==> src/rtl/enc_byte_window.sv <==
// Word-to-byte window feeding the rANS state/pointer stage: captures the seed word,
// buffers later file words in a circular window and presents 3 bytes at EncPtr.
module enc_byte_window #(
   parameter int unsigned DEPTH_WORDS = 4
) (
   input  logic        clk,
   input  logic        reset,
   input  logic        restart,
   input  logic [31:0] in_word,
   input  logic        in_valid,
   input  logic        in_last,
   output logic        in_ready,
   output logic [31:0] EncodedFileBottomWord,
   output logic        seed_valid,
   input  logic [31:0] EncPtr,
   output logic [23:0] EncBytes,
   output logic        window_valid,
   output logic        ptr_err
);

   localparam int unsigned AW = $clog2(DEPTH_WORDS);
   localparam int unsigned CW = AW + 1;

   typedef enum logic [1:0] {ST_ARM, ST_SEED, ST_FILL, ST_EOF} state_t;

   state_t        state, state_nx;
   logic [31:0]   mem [DEPTH_WORDS];
   logic [29:0]   wr_idx, base_idx;
   logic [CW-1:0] count;
   logic          last_seen;
   logic          xfer, push, pop, ptr_low;

   logic [32:0]   pos;
   logic [30:0]   pw;
   logic [23:0]   raw_bytes;
   logic          all_present;

   always_ff @(posedge clk) begin
      if (reset || restart) state <= ST_ARM;
      else                  state <= state_nx;
   end

   always_comb begin
      state_nx   = state;
      in_ready   = 1'b0;
      seed_valid = 1'b0;
      last_seen  = 1'b0;
      case (state)
         ST_ARM:  state_nx = ST_SEED;
         ST_SEED: begin
            in_ready = 1'b1;
            if (in_valid) state_nx = in_last ? ST_EOF : ST_FILL;
         end
         ST_FILL: begin
            seed_valid = 1'b1;
            in_ready   = (count < CW'(DEPTH_WORDS));
            if (in_valid && in_ready && in_last) state_nx = ST_EOF;
         end
         ST_EOF: begin
            seed_valid = 1'b1;
            last_seen  = 1'b1;
         end
         default: state_nx = ST_ARM;
      endcase
      // a flush in progress must never look like an accepted word to the source
      if (reset || restart) in_ready = 1'b0;
   end

   assign xfer    = in_valid & in_ready;
   assign push    = xfer & (state == ST_FILL);
   assign pop     = (count != '0) && (EncPtr[31:2] > base_idx);
   assign ptr_low = seed_valid && (EncPtr[31:2] < base_idx);

   always_ff @(posedge clk) begin
      if (reset || restart) begin
         wr_idx                <= 30'd1;
         base_idx              <= 30'd1;
         count                 <= '0;
         EncodedFileBottomWord <= '0;
         ptr_err               <= 1'b0;
      end else begin
         if (xfer && state == ST_SEED) EncodedFileBottomWord <= in_word;
         wr_idx   <= wr_idx + 30'(push);
         base_idx <= base_idx + 30'(pop);
         if (push && !pop)      count <= count + CW'(1);
         else if (!push && pop) count <= count - CW'(1);
         if (ptr_low) ptr_err <= 1'b1;
      end
   end

   always_ff @(posedge clk) begin
      if (push) mem[wr_idx[AW-1:0]] <= in_word;
   end

   // past-EOF bytes read as zero; positions below base or not yet written are absent
   always_comb begin
      all_present = 1'b1;
      raw_bytes   = '0;
      pos         = '0;
      pw          = '0;
      for (int unsigned k = 0; k < 3; k++) begin
         pos = {1'b0, EncPtr} + 33'(k);
         pw  = pos[32:2];
         if (pw < {1'b0, base_idx})
            all_present = 1'b0;
         else if (pw < {1'b0, wr_idx})
            raw_bytes[8*k +: 8] = mem[pw[AW-1:0]][{pos[1:0], 3'b000} +: 8];
         else if (!last_seen)
            all_present = 1'b0;
      end
   end

   assign window_valid = all_present & ~ptr_err;
   assign EncBytes     = window_valid ? raw_bytes : '0;

endmodule

==> config.mk <==
export PLATFORM = sky130hd
export DESIGN_NAME = enc_byte_window
export DESIGN_NICKNAME = d
export VERILOG_FILES = /design/src/rtl/enc_byte_window.sv
export SDC_FILE = /design/constraint.sdc
export NUM_CORES = 1
export LEC_CHECK = 0
export ABC_AREA = 0
export ABC_CLOCK_PERIOD_IN_PS = 4400
export BUFFER_PORTS_ARGS = -buffer_cell sky130_fd_sc_hd__buf_2
export CORE_ASPECT_RATIO = 0.75
export CORE_MARGIN = 2
export CORE_UTILIZATION = 45
export DETAILED_ROUTE_END_ITERATION = 7
export PLACE_DENSITY = 0.65
export RECOVER_POWER = 25
export REMOVE_ABC_BUFFERS = 1
export SLEW_MARGIN = 15
export SYNTH_ARGS = -nofsm -noshare
export SYNTH_HDL_FRONTEND = slang
export SYNTH_SLANG_ARGS = --single-unit
==> constraint.sdc <==
create_clock -name clk -period 4.4 [get_ports clk]
set_input_delay 0.66 -clock clk [delete_from_list [all_inputs] [get_ports clk]]
set_output_delay 0.66 -clock clk [all_outputs]
set_load 0.02 [all_outputs]
==> results.py <==
metrics = {
    "flow_run": {
        "cap_violations": 0,
    },
    "power": {
        "p_sw_mw": 1.54,
        "seqPwrFrac_pct": 41.0,
        "p_int_mw": 3.91,
        "vdd_drop_max_v": 0.000324,
        "cellPowerDensity_nw_per_um2": 261,
        "p_sw_share_pct": 28.3,
        "p_leak_nw": 7.96,
        "power.share.clock_pct": 39.9,
        "combPwrFrac_pct": 19.2,
        "total_power_mw": 5.45,
    },
    "route": {
        "wirelength_um": 54700,
        "drc_errors": 0,
        "routedWlPerCell_um": 22.1,
        "drt_iter0_drc": 1425,
        "vias": 14820,
        "first_pass_iters": 6,
        "final_antenna_net_count": 0,
        "vias_per_cell": 5.98,
    },
    "clock_tree": {
        "max-clock-path-buffers": 3,
        "cts_tree": "built",
        "clock-root-buffer": "clkbuf_16",
        "cts_hold_buf": 0,
        "cts_buffers": 25,
        "cts_num_sinks": 226,
        "htreeDepth": 1,
        "clk_pin_slew_ns": 0.07,
        "clock_latency_ns": 0.57,
    },
    "setup_path": {
        "arrival_ns": 4.52,
        "critPathTopFamily": "simple AND/OR/NAND/NOR gates",
        "worst_path_max_delay_cell": "or3_4",
        "cp_cell_sequence": "buf_8, ha_4, nand3_4, or3_4, nor4_4, nand3_2, buf_6, xnor2_1, buf_4, ha_1, a21oi_1, nor2b_4, o31ai_4, o211ai_1, a21oi_1, buf_4, nand4_4, buf_6, nor3b_2, buf_4",
        "critPathBufInv": 6,
        "path_common_cell": "buf_4",
        "worstPathRequired_ns": 3.74,
        "setup.worst_path.class": "in2out",
        "critPathMaxFanout": 5,
        "endpoint_kind": "primary output",
        "start_kind": "primary input",
        "slowest_delay_ns": 0.43,
    },
    "timing": {
        "slew_headroom_pct": 22.6,
        "rsz0062_at_grt": "true",
        "finClkSkew_ns": 0.0218,
        "hold_violations": 0,
        "setup_viol": 25,
        "fmax_mhz": 193,
        "final.min_clock_period_ns": 5.18,
        "report.final.slew_viol_count": 0,
        "setup_ws_ns": -0.775,
        "period_share_pct": 118,
        "tightest_slew_ns": 1.16,
    },
    "synthesis": {
        "synth_top_area_share_pct": 23.7,
        "ys_warn_count": 0,
        "synth_cells": 1642,
        "synthTopCellsByCount": "nand2_1, ha_1, edfxtp_1",
        "syn_area_um2": 16200,
        "synth_most_common_cell": "nand2_1",
        "synthTopCellsByArea": "edfxtp_1, ha_1, dfxtp_1, mux4_2, xnor2_1",
        "yosysUniqueCellTypes": 72,
        "synth-edff-count": 128,
        "synth_top_area_cell": "edfxtp_1",
        "postSynth.asyncResetShare_pct": 0,
        "postSynthAreaPerCell_um2": 9.89,
        "yosys_most_used_dff": "edfxtp_1",
        "ys_ff_latch": 226,
        "synth.yosys.seq_area_share_pct": 35.8,
    },
    "placed_design": {
        "place_hpwl_um": 40000,
        "dp_cells": 2406,
        "numPortBuffers": 128,
        "gp_routability_congestion": 0.960,
        "pre_cts_slack_ns": -1.15,
    },
    "layout": {
        "area_delta_synth_final_pct": 28.7,
        "nets": 2250,
        "fin_cells": 2480,
        "fillers": 3008,
        "finalCoreUtilization_pct": 58.5,
        "drive_gt1_share_pct": 29.0,
    },
    "grt": {
        "met3_usage_pct": 4.89,
        "grt_usage_pct": 28.7,
        "antenna_found_initial": 2,
        "use_met2_pct": 44.3,
        "grt_max_degree": 95,
        "grt_pass1_vias": 14602,
        "grt_pass1_wl_um": 83800,
        "top_usage_layer": "met2",
        "use_met1_pct": 41.5,
        "overflow": 0,
    },
    "status": {
        "outcome": "finished, violations left",
        "violations": "negative setup slack",
    },
    "floorplanning": {
        "ios": 129,
        "die_x_um": 223,
        "coreArea_um2": 35700,
        "rows": 60,
        "initial_core_util_pct": 45.4,
        "dieArea_um2": 37600,
        "dieHeight_um": 169,
    },
    "worst_hold_path": {
        "hold_class": "in2reg",
    },
}
cells by family (layout without fill, tap and decap cells):
family / count (synthesis) / count (layout) / share of synthesized area, %
simple gates: 573 / 573 / 17.7
fa+ha+maj: 187 / 187 / 14.5
mux: 96 / 96 / 10.4
buf+inv: 147 / 518 / 3.69
xor+xnor: 115 / 115 / 6.25
other cells: 0 / 2 / 0
compound gates: 298 / 298 / 11.8
flops: 226 / 226 / 35.8
repair_timing:
item                       CTS  global route
setup endpoints to repair   41            29
pin swaps                   53            30
gates resized for setup    129            43
hold endpoints to repair     0             0
buffers inserted            22             6
final cells by class:
cell class	instances	area [um^2]	area share [%]
Clock inverter	19	198	0.946
Inverter	75	282	1.35
Multi-Input combinational cell	1269	10500	50.4
Sequential cell	226	5810	27.8
Timing Repair Buffer	397	2870	13.7
Tap cell	465	582	2.78
Antenna cell	2	5.00	0.0240
Clock buffer	27	633	3.03
cells in the final DEF, fill, tap and decap left out, drive strengths merged, types with 43 or more instances in the layout:
cell type  synthesis  routed
xnor2             93      93
nand3             76      76
nand2            201     201
mux4              58      58
nand4             43      43
inv               75      79
nor2             119     119
clkbuf            51      55
a21oi            105     105
buf               21     369
edfxtp           128     128
ha               186     186
o21ai             49      49
dfxtp             98      98
routing by layer:
metal	share of wire, %	vias up
met5	0	-
met4	2.9	0
met3	8.4	124
met2	44	649
met1	45	7190
li1	-	6857
state kept, by name (all words and copies together), names as in the netlist:
register / count
state: 2
EncodedFileBottomWord: 32
mem: 128
count: 3
wr_idx: 30
ptr_err: 1
base_idx: 30
final timing paths:
kind | from | endpoint | slack [ns] | cells after the start
worst min register to register | EncodedFileBottomWord[4] | EncodedFileBottomWord[4] | 0.46 | 2
worst max register to register | base_idx[14] | base_idx[28] | 0.17 | 20
worst min-delay path | in_word[8] | mem[1][8] | 0.36 | 1
worst max-delay path | EncPtr[1] | EncBytes[23] | -0.78 | 20
through the flow:
step / setup TNS [ns] / cell area [um^2] / hold WS (ns)
final: -17.31 / 20900 / 0.358
after detailed placement: -32.86 / 19100 / 0.445
after global routing: -20.21 / 20900 / 0.356
after CTS: -15.65 / 20700 / 0.299
after global placement: -30.36 / 19100 / 0.438
after floorplan: -48.85 / 15900 / 0.467
power by group through the flow:
stage               clock network, mW  logic (mW)  registers, mW
floorplan                           0       0.499           2.28
global placement                    0       0.919           2.28
CTS                              2.21        1.01           2.23
global route                     2.28        1.12           2.23
detailed placement                  0       0.939           2.28
finish                           2.17        1.04           2.23
Note: power is estimated with default switching activity, not from simulation.
